==> config.mk <==
export PLATFORM = sky130hd
export DESIGN_NAME = mux_sel_rr_arbiter
export DESIGN_NICKNAME = d
export VERILOG_FILES = /design/src/rtl/mux_arb_pkg.sv /design/src/rtl/mux_sel_rr_arbiter_rr_pick.sv /design/src/rtl/mux_sel_rr_arbiter.sv
export SDC_FILE = /design/constraint.sdc
export NUM_CORES = 1
export LEC_CHECK = 0
export BUFFER_PORTS_ARGS = -buffer_cell sky130_fd_sc_hd__buf_4
export CORE_AREA = 2 2 39 41
export DETAILED_ROUTE_END_ITERATION = 8
export DIE_AREA = 0 0 41 43
export PLACE_DENSITY_LB_ADDON = 0.08
export SYNTH_ARGS = -nofsm -noshare
export SYNTH_HDL_FRONTEND = slang
export SYNTH_SLANG_ARGS = --single-unit
==> constraint.sdc <==
create_clock -name clk -period 1.9 [get_ports clk]
set_input_delay 0.475 -clock clk [delete_from_list [all_inputs] [get_ports clk]]
set_output_delay 0.475 -clock clk [all_outputs]
set_load 0.01 [all_outputs]
==> src/rtl/mux_arb_pkg.sv <==
// Shared types and constants for the round-robin mux-select arbiter.
// MAX_HOLD is only consumed when MUX_ARB_HOLD_TIMEOUT_EN is defined.
package mux_arb_pkg;

  localparam int NUM_REQ  = 4;
  localparam int SEL_W    = 2;
  localparam int MAX_HOLD = 8;

  typedef enum logic {
    IDLE  = 1'b0,
    GRANT = 1'b1
  } arb_state_t;

  function automatic logic [NUM_REQ-1:0] sel_onehot(input logic [SEL_W-1:0] s);
    return NUM_REQ'(1) << s;
  endfunction

endpackage

==> src/rtl/mux_sel_rr_arbiter_rr_pick.sv <==
// Combinational rotating-priority picker: first set request at or after ptr, wrapping.
module rr_pick
  import mux_arb_pkg::*;
(
  input  logic [NUM_REQ-1:0] req,
  input  logic [SEL_W-1:0]   ptr,
  output logic               any,
  output logic [SEL_W-1:0]   idx
);

  logic [SEL_W-1:0] cand;
  logic             found;

  assign any = |req;

  // SEL_W-bit addition wraps 3->0 for free.
  always_comb begin
    idx   = '0;
    found = 1'b0;
    cand  = '0;
    for (int k = 0; k < NUM_REQ; k++) begin
      cand = ptr + SEL_W'(k);
      if (!found && req[cand]) begin
        idx   = cand;
        found = 1'b1;
      end
    end
  end

endmodule

==> src/rtl/mux_sel_rr_arbiter.sv <==
// Round-robin arbiter driving the 4:1 mux select, one-hot grant and valid/ready qualification.
// Optional burst timeout enabled by defining MUX_ARB_HOLD_TIMEOUT_EN.
module mux_sel_rr_arbiter
  import mux_arb_pkg::*;
(
  input  logic               clk,
  input  logic               rst,
  input  logic [NUM_REQ-1:0] req,
  input  logic               out_ready,
  output logic [SEL_W-1:0]   sel,
  output logic [NUM_REQ-1:0] grant,
  output logic               out_valid,
  output logic               busy
);

  arb_state_t         state, state_nxt;
  logic [SEL_W-1:0]   ptr, ptr_nxt, sel_nxt;
  logic [NUM_REQ-1:0] grant_nxt;
  logic               pick_any;
  logic [SEL_W-1:0]   pick_idx;
  logic               beat;
  logic               hold_hit;
  logic               release_now;

  rr_pick u_pick (
    .req (req),
    .ptr (ptr),
    .any (pick_any),
    .idx (pick_idx)
  );

  assign busy      = (state == GRANT);
  assign out_valid = busy && req[sel];
  assign beat      = out_valid && out_ready;

`ifdef MUX_ARB_HOLD_TIMEOUT_EN
  localparam int HOLD_W = $clog2(MAX_HOLD) + 1;

  logic [HOLD_W-1:0] hold_cnt, hold_nxt;

  assign hold_hit = beat && (hold_cnt == HOLD_W'(MAX_HOLD - 1));

  always_ff @(posedge clk or posedge rst) begin
    if (rst) hold_cnt <= '0;
    else     hold_cnt <= hold_nxt;
  end

  always_comb begin
    hold_nxt = hold_cnt;
    if (state == IDLE) begin
      hold_nxt = '0;
    end else if (beat && !release_now && (hold_cnt != {HOLD_W{1'b1}})) begin
      hold_nxt = hold_cnt + HOLD_W'(1);
    end
  end
`else
  assign hold_hit = 1'b0;
`endif

  // A dropped request and a timeout in the same cycle collapse into one release.
  assign release_now = !req[sel] || hold_hit;

  always_ff @(posedge clk or posedge rst) begin
    if (rst) begin
      state <= IDLE;
      sel   <= '0;
      grant <= '0;
      ptr   <= '0;
    end else begin
      state <= state_nxt;
      sel   <= sel_nxt;
      grant <= grant_nxt;
      ptr   <= ptr_nxt;
    end
  end

  always_comb begin
    state_nxt = state;
    sel_nxt   = sel;
    grant_nxt = grant;
    ptr_nxt   = ptr;
    unique case (state)
      IDLE: begin
        if (pick_any) begin
          state_nxt = GRANT;
          sel_nxt   = pick_idx;
          grant_nxt = sel_onehot(pick_idx);
        end
      end
      GRANT: begin
        // sel is frozen for the whole burst; only release touches ptr/grant.
        if (release_now) begin
          state_nxt = IDLE;
          grant_nxt = '0;
          ptr_nxt   = sel + SEL_W'(1);
        end
      end
      default: begin
        state_nxt = IDLE;
        grant_nxt = '0;
      end
    endcase
  end

endmodule

; Yosys cells after proc, flatten, opt, wreduce, memory -nomap -nowiden
; Cells that the tools add are included.
[totals]
ff_bits = 9
inputBits = 7
output_inout_bits = 8
[classes]
add_sub_neg = 4
order_cmp = 5
eq_ne = 2
shifts = 1
muxes = 23
bitwise_logic = 2
n_reduce_logical = 11
[ops]
columns = op, n
row1 = "2-bit by 3-bit < comparator with 1-bit output, second input constant", 5
row2 = 1-bit binary-select mux with 2-bit select, 5
row3 = 1-bit two-way mux, 10
row4 = 2-bit two-way mux, 4
row5 = 4-bit two-way mux, 2
row6 = 4-bit one-hot mux with 2 select lines, 1
row7 = 2-bit AND reduction, 3
row8 = "2-bit by 1-bit adder with 2-bit output, second input constant", 2
row9 = "2-bit adder, second input constant", 2
row10 = 1-bit logical AND, 4
row11 = "2-bit != test, second input constant", 2
row12 = 4-bit OR reduction, 1
row13 = "1-bit by 2-bit left shift with 4-bit output, first input constant", 1
row14 = 1-bit logical NOT, 3
row15 = 1-bit NOT, 2
row16 = 1-bit one-hot mux with 2 select lines, 1

; Longest topological paths before layout
; Gate-level depths: netlist (run 1).
[depth]
word_depth = 15
depth_mapped = 5

; Cells and area by module
; Synthesis (run 1) repeated with hierarchy kept, for this count alone.
[hier_totals]
cells_unflattened = 62
area_unflattened_um2 = 546.8
[modules_own_cells]
columns = mod, n_inst, cells_per_inst, area_each_um2
row1 = mux_sel_rr_arbiter, 1, 47, 469.2
row2 = rr_pick, 1, 15, 77.6

; Worst setup path before layout (run 1)
; No wires, ideal clock.
[synth_path]
path_kind = reg-to-output
from = reg sel[0]
to = out out_valid
t_arrival_ps = 1137
t_required_ps = 1425
setup_slack_ps = 288
path_stages_with_launch = 4
cell_sequence = dfrtp_1 > mux4_2 > nand2_1 > inv_1
[synth_between]
elab_chain_cells = 3
[synth_rtl]
columns = item, line_no
row1 = start: declaration, mux_sel_rr_arbiter.sv:10  ; output logic [SEL_W-1:0] sel,
row2 = start signal: assignment, mux_sel_rr_arbiter.sv:71  ; sel <= sel_nxt;
row3 = 1-bit binary-select mux with 2-bit select, mux_sel_rr_arbiter.sv:33  ; assign out_valid = busy && req[sel];
row4 = 1-bit two-way mux (implied by the code), mux_sel_rr_arbiter.sv:33
row5 = 1-bit logical AND, mux_sel_rr_arbiter.sv:33
row6 = end: declaration, mux_sel_rr_arbiter.sv:12  ; output logic out_valid,
; Every way passes these cells. The select of a mux whose other input is x is not followed.

; Worst setup path in the final report (run 1)
; Same ends and word-level chain as after synthesis.

==> key figures, run 1 <==
STA
  – Clock Skews: 0.00400 ns
  – Slew Limit Fails: 0
  – Hold Worst Slack: 0.173 ns
  – RSZ-0062 raised after global routing: yes
  – Slew headroom: 0.678
  – Final setup viols: 0
  – Worst setup margin: 0.0319 ns
  – Final hold violation count: 0
  – Peak Freq: 0.535 GHz
  – Fin crit share: 0.983
  – Final min period: 1.87 ns
  – Worst-Margin Slew: 0.482 ns
  – Post-route setup TNS: 0 ns

GRT
  – GRT Overall Usage: 0.142
  – Largest net degree at the start of global routing: 14
  – Vias in the first global route: 380
  – First-pass GRT wire length: 1640 µm
  – Antenna violations before repair: 0
  – GRT overflow: 0

Floorplan
  – Die area: 1760 µm²
  – Die width: 41 µm
  – Height of the die: 43 µm
  – I/O Pins: 15
  – Row cnt: 14
  – Core area: 1380 µm²
  – Initial Util: 0.366

Pwr
  – Max VDD drop: 0.646 mV
  – Lkg Pwr: 0.000308 µW
  – P per Cell Area: 1660 nW/µm²

Worst setup path
  – FF-to-FF setup slack: 0.49 ns
  – Worst R2R Path Depth: 4
  – Bufs and invs on worst path: 2
  – Reg2reg start: sel[0]
  – End of the critical path: out_valid
  – Slowest CP cell: mux4_2
  – Crit path cell chain: mux4_2 -> nand2_2 -> inv_2 -> buf_6
  – CP endpoint kind: output pin
  – CP top delay family: multiplexers
  – WP data arrival: 1.39 ns
  – Startpoint types: register
  – Critical Path RT: 1.42 ns
  – Critical path depth: 4
  – Critical R2R Capture: grant[1]
  – Critical path startpoint: sel[0]
  – WS Path Type: register to output pin
  – CP max FO: 2
  – Crit-path max cell delay: 0.53 ns

Route
  – Iteration-0 DRC Markers: 6
  – Antenna viol nets, final: 0
  – Final WL: 1020 µm
  – Via count: 418
  – DR WL/cell: 12.5 µm
  – Via density: 5.16
  – 1st-pass router iterations: 4
  – DRC viols: 0

Status
  – Status: finished clean

Synthesis
  – Yosys warns: 0
  – Synth async-reset ratio: 1.00
  – Most numerous cell in the Yosys netlist: dfrtp_1
  – Post-Synth XOR/XNOR Area: 0.0173
  – Seq cells post-synth: 9
  – Most common library cells after synthesis: dfrtp_1, nand2_1, nand3_2, o31ai_1, inv_1
  – Synth Area in Adders: 0
  – Mux cell area share after synthesis: 0.0444
  – Synth area leader: dfrtp_1
  – Compound-Gate Fraction of Synth Area: 0.225
  – Number of synthesized flops with an enable pin: 0
  – Mapped Avg Cell Area: 10.3 µm²
  – Seq/Total Area, Yosys: 0.444
  – Post-synth top flop: dfrtp_1
  – Cell area after synthesis: 507 µm²
  – Largest family of logic cells by synthesized area: compound AO/OA/AOI/OAI gates
  – Yosys cell types: 22
  – Synth area leaders: dfrtp_1, nand3_2, o31ai_1, mux4_2, nand2_1
  – Synth Area in Simple Gates: 0.215
  – Synth top area share: 0.444
  – Post-Syn Instances: 49
  – Syn Nets: 56

Layout
  – Share of cells above drive strength 1: 0.400
  – Antenna Cells: 0
  – Final-layout fill cell count: 138
  – P&R area growth vs syn: 27.9%
  – Area of the multi-input gates: 256 µm²
  – NumNets Final: 73
  – Final Non-Filler Cells: 81
  – Register area: 225 µm²

Clock network
  – Maximum root-to-sink buffer count: 2
  – Clock latency on the worst-skew pair: 0.27 ns
  – Num CTS Buffers: 3
  – Clock slew at reported path FFs: 0.06 ns
  – CTS H-tree lvls: 1
  – Clock Sinks: 9
  – CTS Hold Bufs: 0
  – CTS Root Cell: clkbuf_4
  – CTS tree: yes
  – Total setup buffers inserted after CTS: 0

Placed design
  – Number of port buffers: 13
  – Placed cells: 77
  – DPL Wire Length: 783 µm
  – GPL Wtd Cong: 0.676
  – Pre-CTS setup slack: 0.0719 ns

Worst hold path
  – Worst min path class: input pin to asynchronous set/reset pin

Job
  – Max_cap viols: 0
[worst min-delay path by stage]
stage,startpoint,to,slack [ns],cells after the start
CTS,rst,ptr[0],0.19,2
detailed placement,rst,ptr[0],0.48,2
finish,rst,sel[0],0.17,2
global placement,rst,ptr[1],0.47,2
global route,rst,ptr[0],0.21,2
floorplan,rst,busy,0.30,1
[power breakdown]
| part | leakage (µW) | internal (µW) | switching, µW |
|---|---|---|---|
| registers | 0.000114 | 284 | 89.1 |
| logic | 0.000180 | 274 | 279 |
| clock network | 0.0000150 | 81.1 | 69.5 |
[metal layers]
layer  track usage  vias to the layer above  part of all wire
li1              -                      209                 -
met1         0.196                      196              0.49
met2         0.197                       11              0.45
met3        0.0471                        2             0.047
met4        0.0600                        0             0.016
met5             0                        -                 0
[per-stage QoR]
step / utilization / power, µW / area [µm²]
2_1_floorplan: - / 738 / 507
3_3_place_gp: 0.445 / 920 / 616
3_5_place_dp: 0.445 / 922 / 616
4_1_cts: 0.466 / 1080 / 644
5_1_grt: 0.468 / 1170 / 648
6_report: 0.468 / 1080 / 648
[layout make-up]
type,count,area share
repair buffers,14,0.168
flip-flops and latches,9,0.347
clock buffers,4,0.0405
multi-input cells,35,0.396
inverters,3,0.0174
well taps,16,0.0309
[repair_timing]
| action | in CTS | in global routing |
|---|---|---|
| gates resized for setup | 1 | 2 |
| gates cloned | 0 | 0 |
| hold endpoints to repair | 0 | 0 |
| pin swaps | 1 | 0 |
| endpoints found under the setup margin | 1 | 1 |
[state kept, by name, indices dropped and copies added, names as in the netlist]
signal and cells:
grant 4, ptr 2, sel 2, busy 1
[layout by cell type (no fill, tap or decap), drive strengths merged, types with 2 or more instances in the layout]
cell type and count:
nor2 2, dfrtp 9, nand2 6, nand2b 3
a21o 2, a21oi 2, buf 14, inv 3
nand3 4, o21ai 4, clkbuf 4, nor2b 2
o31ai 4
[logic make-up (layout without fill, tap and decap cells)]
| kind of cell | count (synthesis) | in the layout |
|---|---|---|
| buffers and inverters | 5 | 21 |
| multiplexers | 1 | 1 |
| AO/OA/AOI/OAI | 16 | 16 |
| XOR/XNOR | 1 | 1 |
| AND/OR/NAND/NOR | 17 | 17 |
| flip-flops | 9 | 9 |
Note: power is estimated with default switching activity, not from simulation.
==> run 2, diff against run 1 <==
PLACE_DENSITY_LB_ADDON = not set   (was 0.08)
==> run 2 against run 1 <==
Final area unchanged; setup slack worse by 0.014 ns; sequential cell count unchanged; utilization unchanged; first-iteration DRC count unchanged; die area did not move; sequential power about the same; largest cell class unchanged; largest power group unchanged; highest routed layer unchanged.
==> key figures, run 2 (synthesized netlist as in run 1, its figures left out) <==
Layout
  – Largest regs: grant x4, ptr x2, sel x2
  – Final-layout fill cell count: 134
  – Most frequent cells in the layout: buf_4, dfrtp_1, nand2_1, nand3_2, o31ai_1
  – Share of cells above drive strength 1: 0.400
  – Area of the multi-input gates: 256 µm²
  – Register area: 225 µm²
  – Final Non-Filler Cells: 81
  – P&R area growth vs syn: 27.9%
  – Max FFs per register: 4
  – Leading cell type in the layout, fill and taps excluded: buf_4
  – Util after Layout: 0.468
  – Antenna Cells: 0
  – NumNets Final: 73
  – Largest Register: grant

STA
  – Worst setup margin: 0.0182 ns
  – Clock Skews: 0.00271 ns
  – Final min period: 1.88 ns
  – Peak Freq: 0.531 GHz
  – Final hold violation count: 0
  – Slew headroom: 0.690
  – Worst-Margin Slew: 0.464 ns
  – Final setup viols: 0
  – Post-route setup TNS: 0 ns
  – Fin crit share: 0.990
  – Slew Limit Fails: 0
  – RSZ-0062 raised after global routing: yes

Floorplan
  – I/O Pins: 15
  – Height of the die: 43 µm
  – Die area: 1760 µm²
  – Row cnt: 14
  – Die width: 41 µm
  – Initial Util: 0.366
  – Core area: 1380 µm²

Clock network
  – CTS H-tree lvls: 1
  – CTS Root Cell: clkbuf_4
  – Num CTS Buffers: 3
  – Total setup buffers inserted after CTS: 0
  – Maximum root-to-sink buffer count: 2
  – Clock slew at reported path FFs: 0.06 ns
  – CTS tree: yes
  – Clock Sinks: 9
  – CTS Hold Bufs: 0
  – Clock latency on the worst-skew pair: 0.27 ns

Worst setup path
  – Bufs and invs on worst path: 2
  – Startpoint types: register
  – Critical Path RT: 1.42 ns
  – CP top delay family: multiplexers
  – Crit-path max cell delay: 0.54 ns
  – Slowest CP cell: mux4_2
  – CP endpoint kind: output pin
  – CP max FO: 2
  – FF-to-FF setup slack: 0.48 ns
  – WP data arrival: 1.41 ns
  – Crit path cell chain: mux4_2 -> nand2_2 -> inv_2 -> buf_6
  – WS Path Type: register to output pin

Job
  – Max_cap viols: 0

GRT
  – Largest net degree at the start of global routing: 14
  – GRT overflow: 0
  – GRT Overall Usage: 0.143
  – Vias in the first global route: 349
  – Antenna violations before repair: 0
  – First-pass GRT wire length: 1570 µm

Worst hold path
  – Worst min path class: input pin to asynchronous set/reset pin

Placed design
  – Placed cells: 77
  – GPL Wtd Cong: 0.651
  – Pre-CTS setup slack: 0.0711 ns
  – Number of port buffers: 13

Pwr
  – Lkg Pwr: 0.000308 µW
  – Max VDD drop: 0.618 mV
  – P per Cell Area: 1680 nW/µm²

Route
  – Final WL: 1030 µm
  – Iteration-0 DRC Markers: 6
  – DRC viols: 0
  – DR WL/cell: 12.8 µm
  – Via count: 421
  – 1st-pass router iterations: 4
  – Via density: 5.20
  – Antenna viol nets, final: 0

Status
  – Status: finished clean
-- run 2: cell counts in the layout (fill, tap and decap cells not counted) --
No cell type changed its count.
-- run 2: path summary, 6_finish.rpt --
| kind | depth (start not counted) | endpoint | from |
|---|---|---|---|
| min reg2reg | 2 | ptr[0] | ptr[0] |
| min | 2 | grant[3] | rst |
| min in group clk | 2 | ptr[0] | ptr[0] |
| max | 4 | out_valid | sel[0] |
| max reg2reg | 4 | grant[1] | sel[0] |
| max in group asynchronous | 2 | busy | rst |
-- run 2: cell type report --
class / count / share of cell area
clock buffers: 4 / 0.0405
inverters: 3 / 0.0174
multi-input cells: 35 / 0.396
flip-flops and latches: 9 / 0.347
well taps: 16 / 0.0309
repair buffers: 14 / 0.168
-- run 2: what timing repair did --
action                                 4_1_cts  5_1_grt
setup endpoints to repair                    1        1
pin swaps                                    1        0
endpoints found under the hold margin        0        0
resized for setup                            2        1
-- run 2: metrics by stage --
step	power (µW)	instance area, µm²	hold WS, ns
final	1090	648	0.164
after global routing	1150	648	0.199
after CTS	1090	648	0.183
after detailed placement	922	616	0.474
after global placement	915	616	0.462
after floorplan	738	507	0.303
-- run 2: worst register-to-register path, cell delays in order, from the launching register on --
cell and delay [ns]:
dfrtp_1 0.37, mux4_2 0.54, nand2b_4 0.22, nand3_2 0.09
o31ai_1 0.07
-- run 2: power by group --
part           switching, µW  internal, µW
registers               91.3           284
clock network           74.4          81.4
logic                    282           274
-- run 2: routing by layer --
layer / vias up / global-route usage / share of wire
met4: 0 / 0.160 / 0.047
met3: 5 / 0.0314 / 0.058
li1: 210 / - / -
met5: - / 0 / 0
met2: 13 / 0.166 / 0.43
met1: 193 / 0.192 / 0.47
